--- src/rtl/branch_predictor_pkg.sv ---
// Shared constants for the branch predictor:
// counter encodings and default table geometry.
package branch_predictor_pkg;

  typedef logic [1:0] bp_ctr_t;

  localparam bp_ctr_t BP_CTR_SNT   = 2'b00;
  localparam bp_ctr_t BP_CTR_WNT   = 2'b01;
  localparam bp_ctr_t BP_CTR_WT    = 2'b10;
  localparam bp_ctr_t BP_CTR_ST    = 2'b11;
  localparam bp_ctr_t BP_CTR_RESET = BP_CTR_WNT;
  localparam bp_ctr_t BP_CTR_ALLOC = BP_CTR_WT;

  localparam int BP_ENTRIES = 16;
  localparam int BP_XLEN    = 32;

endpackage

--- src/rtl/branch_predictor_sat_counter.sv ---
// 2-bit saturating counter next-state.
// Ports: ctr_in (current), taken (outcome), ctr_out (next).
module bp_sat_counter
  import branch_predictor_pkg::*;
(
  input  logic [1:0] ctr_in,
  input  logic       taken,
  output logic [1:0] ctr_out
);

  always_comb begin
    ctr_out = ctr_in;
    unique case (1'b1)
      (taken && ctr_in != BP_CTR_ST):
        ctr_out = ctr_in + 2'd1;
      (!taken && ctr_in != BP_CTR_SNT):
        ctr_out = ctr_in - 2'd1;
      default: ctr_out = ctr_in;
    endcase
  end

endmodule

--- src/rtl/branch_predictor.sv ---
// Direct-mapped 2-bit predictor + BTB with
// EX-side mispredict detection, training and perf counters.
// Ports: clock/reset, IF lookup (if_pc -> if_pred_*),
// EX resolve (ex_* -> ex_mispredict/ex_redirect_pc),
// branch_count / mispredict_count.
module branch_predictor
  import branch_predictor_pkg::*;
#(
  parameter int ENTRIES    = BP_ENTRIES,
  parameter int INDEX_BITS = $clog2(ENTRIES),
  parameter int XLEN       = BP_XLEN
) (
  input  logic            clock,
  input  logic            reset,
  input  logic [XLEN-1:0] if_pc,
  output logic            if_pred_taken,
  output logic [XLEN-1:0] if_pred_target,
  input  logic            ex_valid,
  input  logic [XLEN-1:0] ex_pc,
  input  logic            ex_taken,
  input  logic [XLEN-1:0] ex_target,
  input  logic            ex_pred_taken,
  input  logic [XLEN-1:0] ex_pred_target,
  output logic            ex_mispredict,
  output logic [XLEN-1:0] ex_redirect_pc,
  output logic [31:0]     branch_count,
  output logic [31:0]     mispredict_count
);

  localparam int TAG_BITS = XLEN - 2 - INDEX_BITS;

  logic                valid_q [ENTRIES];
  bp_ctr_t             ctr_q   [ENTRIES];
  logic [TAG_BITS-1:0] tag_q   [ENTRIES];
  logic [XLEN-1:0]     tgt_q   [ENTRIES];

  logic [31:0] branch_count_q, branch_count_d;
  logic [31:0] mispredict_count_q, mispredict_count_d;

  // Lookup
  logic [INDEX_BITS-1:0] if_idx;
  logic [TAG_BITS-1:0]   if_tag;
  logic                  if_hit;

  assign if_idx = if_pc[INDEX_BITS+1:2];
  assign if_tag = if_pc[XLEN-1:INDEX_BITS+2];
  assign if_hit = valid_q[if_idx] && (tag_q[if_idx] == if_tag);

  assign if_pred_taken  = if_hit && ctr_q[if_idx][1];
  assign if_pred_target = if_pred_taken ? tgt_q[if_idx]
                                        : if_pc + XLEN'(4);

  // Resolve
  logic ex_dir_wrong;
  logic ex_tgt_wrong;

  assign ex_dir_wrong  = ex_taken != ex_pred_taken;
  assign ex_tgt_wrong  = ex_taken && (ex_pred_target != ex_target);
  assign ex_mispredict = ex_valid && !reset &&
                         (ex_dir_wrong || ex_tgt_wrong);
  assign ex_redirect_pc = ex_taken ? ex_target
                                   : ex_pc + XLEN'(4);

  // Update
  logic [INDEX_BITS-1:0] ex_idx;
  logic [TAG_BITS-1:0]   ex_tag;
  logic                  ex_hit;
  logic                  upd;
  logic                  alloc;
  logic [1:0]            ctr_nxt;

  assign ex_idx = ex_pc[INDEX_BITS+1:2];
  assign ex_tag = ex_pc[XLEN-1:INDEX_BITS+2];
  assign ex_hit = valid_q[ex_idx] && (tag_q[ex_idx] == ex_tag);
  assign upd    = ex_valid && !reset;
  assign alloc  = upd && !ex_hit && ex_taken;

  bp_sat_counter u_ctr (
    .ctr_in  (ctr_q[ex_idx]),
    .taken   (ex_taken),
    .ctr_out (ctr_nxt)
  );

  always_ff @(posedge clock) begin
    if (reset) begin
      for (int i = 0; i < ENTRIES; i++) begin
        valid_q[i] <= 1'b0;
        ctr_q[i]   <= BP_CTR_RESET;
      end
    end else if (upd) begin
      if (ex_hit) begin
        ctr_q[ex_idx] <= ctr_nxt;
      end else if (ex_taken) begin
        valid_q[ex_idx] <= 1'b1;
        ctr_q[ex_idx]   <= BP_CTR_ALLOC;
      end
    end
  end

  // Tags/targets carry no reset; valid gates their use.
  always_ff @(posedge clock) begin
    if (alloc) begin
      tag_q[ex_idx] <= ex_tag;
    end
    if (upd && ex_taken) begin
      tgt_q[ex_idx] <= ex_target;
    end
  end

  // Perf counters
  always_comb begin
    branch_count_d     = branch_count_q;
    mispredict_count_d = mispredict_count_q;
    if (upd) begin
      branch_count_d = branch_count_q + 32'd1;
      if (ex_mispredict) begin
        mispredict_count_d = mispredict_count_q + 32'd1;
      end
    end
  end

  always_ff @(posedge clock) begin
    if (reset) begin
      branch_count_q     <= '0;
      mispredict_count_q <= '0;
    end else begin
      branch_count_q     <= branch_count_d;
      mispredict_count_q <= mispredict_count_d;
    end
  end

  assign branch_count     = branch_count_q;
  assign mispredict_count = mispredict_count_q;

endmodule

--- config.mk ---
export PLATFORM = sky130hd
export DESIGN_NAME = branch_predictor
export DESIGN_NICKNAME = d
export VERILOG_FILES = /design/src/rtl/branch_predictor_pkg.sv /design/src/rtl/branch_predictor_sat_counter.sv /design/src/rtl/branch_predictor.sv
export SDC_FILE = /design/constraint.sdc
export NUM_CORES = 2
export LEC_CHECK = 0
export BUFFER_PORTS_ARGS = -buffer_cell sky130_fd_sc_hd__buf_4
export CORE_MARGIN = 1
export CORE_UTILIZATION = 25
export CTS_CLUSTER_DIAMETER = 30
export DETAILED_ROUTE_END_ITERATION = 12
export PLACE_DENSITY = 0.49
export SLEW_MARGIN = 20
export SYNTH_ARGS = -nofsm -noshare
export SYNTH_HDL_FRONTEND = slang
export SYNTH_SLANG_ARGS = --single-unit
--- constraint.sdc ---
create_clock -name clock -period 9.5 [get_ports clock]
set_input_delay 1.9 -clock clock [delete_from_list [all_inputs] [get_ports clock]]
set_output_delay 1.9 -clock clock [all_outputs]
set_load 0.02 [all_outputs]
* Yosys cells after proc, flatten, opt, wreduce, memory -nomap -nowiden
Memories as Yosys holds them, arrays and structs flattened.
Cells that the tools add are included.
** Operators by class
- Add/sub/neg operators :: 6
- Eq/ne operators :: 5
- Mux-type cells :: 25
- Bitwise logic cells :: 1
- Reduce and logical (&&, ||, !) cells :: 19
** Operators with widths (count)
- adder 32 x 1 -> 32 bit, second input constant :: 2
- adder 32 x 3 -> 32 bit, second input constant :: 2
- two-way mux 32 bit :: 2
- equality test 26 bit :: 2
- != test 32 bit :: 1
- two-way mux 1 bit :: 18
- logical AND 1 bit :: 11
- two-way mux 4 bit :: 2
- two-way mux 2 bit :: 2
- one-hot mux 2 bit (2 select lines) :: 1
- logical NOT 1 bit :: 3
- adder 2 x 1 -> 2 bit, second input constant :: 1
- != test 2 bit, second input constant :: 1
- AND reduction 2 bit :: 1
- nonzero test 2 bit :: 1
- OR reduction 2 bit :: 1
- subtractor 2 x 1 -> 2 bit, second input constant :: 1
- logical OR 1 bit :: 1
- != test 1 bit :: 1
- bitwise OR 1 bit :: 1
- OR reduction 1 bit :: 1
** Word-level totals
- Register bits after elaboration :: 64
- RAM bits :: 976
- Bits of input ports :: 133
- Output and inout bits :: 130
- Logic and storage cells :: 62
- Memories :: 4
** Memories
- tgt_q :: depth 16, width 32, rd ports 1, clocked after memory_dff 0, wr ports 1, line branch_predictor.sv:35 : logic [XLEN-1:0] tgt_q [ENTRIES];
- tag_q :: depth 16, width 26, rd ports 2, clocked after memory_dff 0, wr ports 1, line branch_predictor.sv:34 : logic [TAG_BITS-1:0] tag_q [ENTRIES];
- ctr_q :: depth 16, width 2, rd ports 2, clocked after memory_dff 0, wr ports 16, line branch_predictor.sv:33 : bp_ctr_t ctr_q [ENTRIES];
- valid_q :: depth 16, width 1, rd ports 2, clocked after memory_dff 0, wr ports 16, line branch_predictor.sv:32 : logic valid_q [ENTRIES];

* Depth between registers and ports, before layout
An unclocked memory read counts as a cell.
- Depth in word-level cells :: 10
- Depth in mapped cells :: 14
- Mapped depth without buffers :: 10

* Modules after synthesis
From an unflattened synthesis, not the netlist that was laid out.
** Unflattened totals
- Cells, all modules :: 2594
- Area, all modules :: 46882.5 µm²
** By module, submodules not included
- branch_predictor :: instances 1, cells each 2589, area an instance 46857.4 µm², sequential area each 30429.2 µm²
- bp_sat_counter :: instances 1, cells each 5, area an instance 25.0 µm², sequential area each 0.0 µm²

* Least setup slack after synthesis
No wires, ideal clock.
- Path kind :: input port to output port
- From :: input port if_pc[3]
- To :: output port if_pred_target[2]
- Arrival :: 4995 ps
- Required time :: 7600 ps
- Slack :: 2605 ps
- Cell stages on the path :: 10
- Path buffers :: 3
- Cell sequence :: buf_2 -> buf_1 -> mux4_2 -> mux4_2 -> xor2_1 -> a2111oi_0 -> nand3_1 -> nor4_4 -> buf_6 -> mux2i_1
** Between the ends
- Word-level cells in the longest chain between the ends :: 5
- Elaborated cells between the ends (all ways) :: 8
- Those cells by class :: 1 x eq/ne; 1 x mux; 2 x reduce/logical; 4 x memory
** Ends and longest elaborated chain
- start: declaration :: line branch_predictor.sv:15 : input logic [XLEN-1:0] if_pc,
- memory read (16 x 26 bit)
- equality test 26 bit :: line branch_predictor.sv:47 : assign if_hit = valid_q[if_idx] && (tag_q[if_idx] == if_tag);
- logical AND 1 bit :: line branch_predictor.sv:47
- logical AND 1 bit (*) :: line branch_predictor.sv:49 : assign if_pred_taken = if_hit && ctr_q[if_idx][1];
- named net if_pred_taken :: line branch_predictor.sv:16 : output logic if_pred_taken,
- two-way mux 32 bit (*) :: line branch_predictor.sv:50 : assign if_pred_target = if_pred_taken ? tgt_q[if_idx]
- end: declaration :: line branch_predictor.sv:17 : output logic [XLEN-1:0] if_pred_target,
Mark *: on every way through the listed nets, which the timed path passes. The rest lies on a longest branch.

* Worst setup path after layout
- From :: input port if_pc[2]
- To :: output port if_pred_target[0]
** Between the ends
- Word-level cells in the longest chain between the ends :: 5
- Elaborated cells between the ends (all ways) :: 8
- Those cells by class :: 1 x eq/ne; 1 x mux; 2 x reduce/logical; 4 x memory
** Ends and longest elaborated chain (line)
- memory read (16 x 26 bit)
- equality test 26 bit :: branch_predictor.sv:47
- logical AND 1 bit :: branch_predictor.sv:47
- logical AND 1 bit :: branch_predictor.sv:49
- two-way mux 32 bit (*) :: branch_predictor.sv:50
Every way passes the cells marked *; elsewhere a longest branch is shown, timed or not.

==> flow_summary.yaml <==
logic_synthesis:
  yosys_warnings: 0
  ys.flop_type: "edfxtp_1"
  yosys-top-cells-area: "edfxtp_1 (61%), mux4_2 (16%), dfxtp_1 (3.4%), mux2i_1 (2.5%), xnor2_1 (1.6%)"
  synthCells: 2692
  ys_seq_elements: 1040
  seq_area_frac_synth_pct: 64.72
  syn_area_mm2: 0.04702
  synthArstFlopShare_pct: 0
  synth_top_area_share_pct: 61.31
  synth_edf_count: 960
  synth_largest_area_cell: "edfxtp_1"
  synth_nets: 2832
  ys_types: 70
  synth.avg_cell_area_um2: 17.47
sta:
  setup_viol: 0
  tns_ns: 0
  clock_skew_ns: 0.07035
  max_freq_ghz: 0.1260
  tightest_slew_ns: 1.165
  rsz0062_at_grt: "no"
  period_share_pct: 83.52
  layout_setup_ws_ns: 1.566
  slew_headroom_pct: 21.75
  hold_viol_final: 0
  finalHoldWorstSlack_ns: 0.4770
  period_needed_ns: 7.934
  finalMaxSlewViolations: 0
cts:
  cts-buffers-inserted: 221
  root_buffer: "clkbuf_16"
  cts_setup_buffers: 0
  htree_levels: 4
  hold_buffers: 0
  clk_pin_slew_ns: 0.04
  clockBufferDepth: 3
  ctsResizeCount: 0
  worstSkewPairLatency_ns: 0.84
  clock-sinks: 1040
  cts_tree: "done"
routing:
  route.detailed.drc: 0
  drt-pass1-iter-count: 6
  antenna_left: 0
  via_per_inst: 4.882
  drt_iter0_markers: 2524
  routed_wl_mm: 161.8
  wire_per_inst_um: 28.11
  dr_total_vias: 28110
power:
  power.density_mw_per_mm2: 232.0
  pwr-share-seq_pct: 36.4
  p_int_w: 0.01070
  irDropWorstVdd_mv: 0.1473
  finalPower_w: 0.01389
  power_frac_clock_pct: 57.3
  p_sw_share_pct: 22.97
  p_comb_share_pct: 6.2
  p_leak_nw: 19.90
  switchingPower_w: 0.003190
global_routing:
  grt_pass1_wl_mm: 223.8
  antenna_found_initial: 23
  grt_pass1_vias: 28350
  grtUsageTotal_pct: 16.73
  grt_overflow: 0
  grt_max_degree: 91
final_layout:
  layout.cells.non_filler: 5757
  regArea_mm2: 0.03043
  layout.nets: 3215
  drive_gt1_share_pct: 34.97
  syn2layout_area_growth_pct: 27.33
  nFillCells: 17970
  multiInputGateArea_mm2: 0.01575
floorplanning:
  start_util_pct: 25.28
  die_w_um: 435.7
  die_height_um: 435.7
  row_count: 158
  io_pins: 263
  coreArea_mm2: 0.1860
  die_area_mm2: 0.1898
placement:
  dp_hpwl_mm: 100.8
  port_buffers: 262
  dpl_worst_slack_ns: 1.499
  dp.cells: 5332
  gp_congestion: 0.8271
critical_path:
  start_kind: "input pin"
  worst_ep_arrival_time_ns: 6.03
  critPathKind: "in -> out"
  critPathRequiredTime_ns: 7.60
  path_max_fanout: 58
  worstSetupEndpointType: "output pin"
job:
  maxCapViolCount: 0
outcome:
  status: "complete, no violations"
worst_hold_path:
  hold_path_class: "reg -> reg"
-- placed cells by master, fill, tap and decap left out, types with 80 or more instances in the layout --
cell type / instances
clkbuf_16: 222
nor2_1: 94
mux4_2: 344
mux2i_1: 119
dfxtp_1: 80
buf_4: 321
nand2_1: 110
edfxtp_1: 960
xnor2_1: 86
-- logic make-up (layout without fill, tap and decap cells) --
kind of cell / count (synthesis) / count (layout) / share of synthesized area (%)
DFF: 1040 / 1040 / 64.72
and+or+nand+nor: 531 / 531 / 5.825
muxes: 506 / 506 / 20.46
AOI/OAI and AO/OA: 248 / 248 / 3.696
buffers and inverters: 199 / 773 / 2.123
xor gates and xnor gates: 161 / 161 / 2.999
adders and majority gates: 7 / 7 / 0.1863
other: 0 / 11 / 0
-- sequential cells by signal, indices dropped and copies added, names as in the netlist --
register and cells:
tgt_q 512, tag_q 416, branch_count 32, ctr_q 32
mispredict_count 32, valid_q 16
-- power groups by stage --
stage	Combinational, W	Clock [W]	Sequential [W]
floorplan	0.000476	0	0.00514
global placement	0.000878	0	0.00514
detailed placement	0.000880	0	0.00514
CTS	0.000882	0.00807	0.00506
global route	0.000912	0.00829	0.00506
finish	0.000867	0.00796	0.00506
-- synthesized netlist by cell type (29+ instances only) --
cell      instances
edfxtp_1        960
mux4_2          344
mux2i_1         119
nor2_1          111
nand2_1         110
xnor2_1          86
clkbuf_1         84
dfxtp_1          80
nand3_1          75
xor2_1           75
o21ai_0          65
and3_1           54
a22oi_1          51
nand4_1          37
a21oi_1          34
buf_1            29
-- path summary, 6_finish.rpt --
| check | depth (start not counted) | start | slack, ns | to |
|---|---|---|---|---|
| hold reg to reg | 1 | valid_q[15] | 0.48 | valid_q[15] |
| setup / recovery | 11 | if_pc[2] | 1.57 | if_pred_target[0] |
| hold / removal | 1 | valid_q[15] | 0.48 | valid_q[15] |
| setup reg to reg | 9 | tag_q[7][19] | 4.70 | tag_q[4][8] |
-- area by class of cell --
cell class	count	share of cell area (%)
antenna	11	0.04598
sequential	1040	50.83
tap	2480	5.183
inverter	28	0.1755
clock inverter	166	3.599
multi-input combinational	1453	26.31
timing repair buffer	331	4.305
clock buffer	248	9.559
-- critical path, stage by stage --
cell       delay (ns)
buf_8            0.54
buf_4            0.41
mux4_2           0.55
mux4_2           0.49
xor2_1           0.18
a2111oi_0        0.34
nand3_1          0.28
nor4_4           0.38
buf_12           0.35
mux2_2           0.38
buf_4            0.15
-- metal layers --
metal	vias up	share of wire, %	GRT usage (%)
li1	11900	-	-
met4	8	3.8	7.207
met3	263	5.6	2.878
met5	-	0.027	0
met1	14910	40	20.81
met2	1029	50	28.47
-- per-stage QoR --
step           instance area, µm²  util (%)
2_1_floorplan               47020         -
3_3_place_gp                51960     27.93
3_5_place_dp                51960     27.93
4_1_cts                     59840     32.17
5_1_grt                     59870     32.18
6_report                    59870     32.18
(Power assumes the default switching activity.)
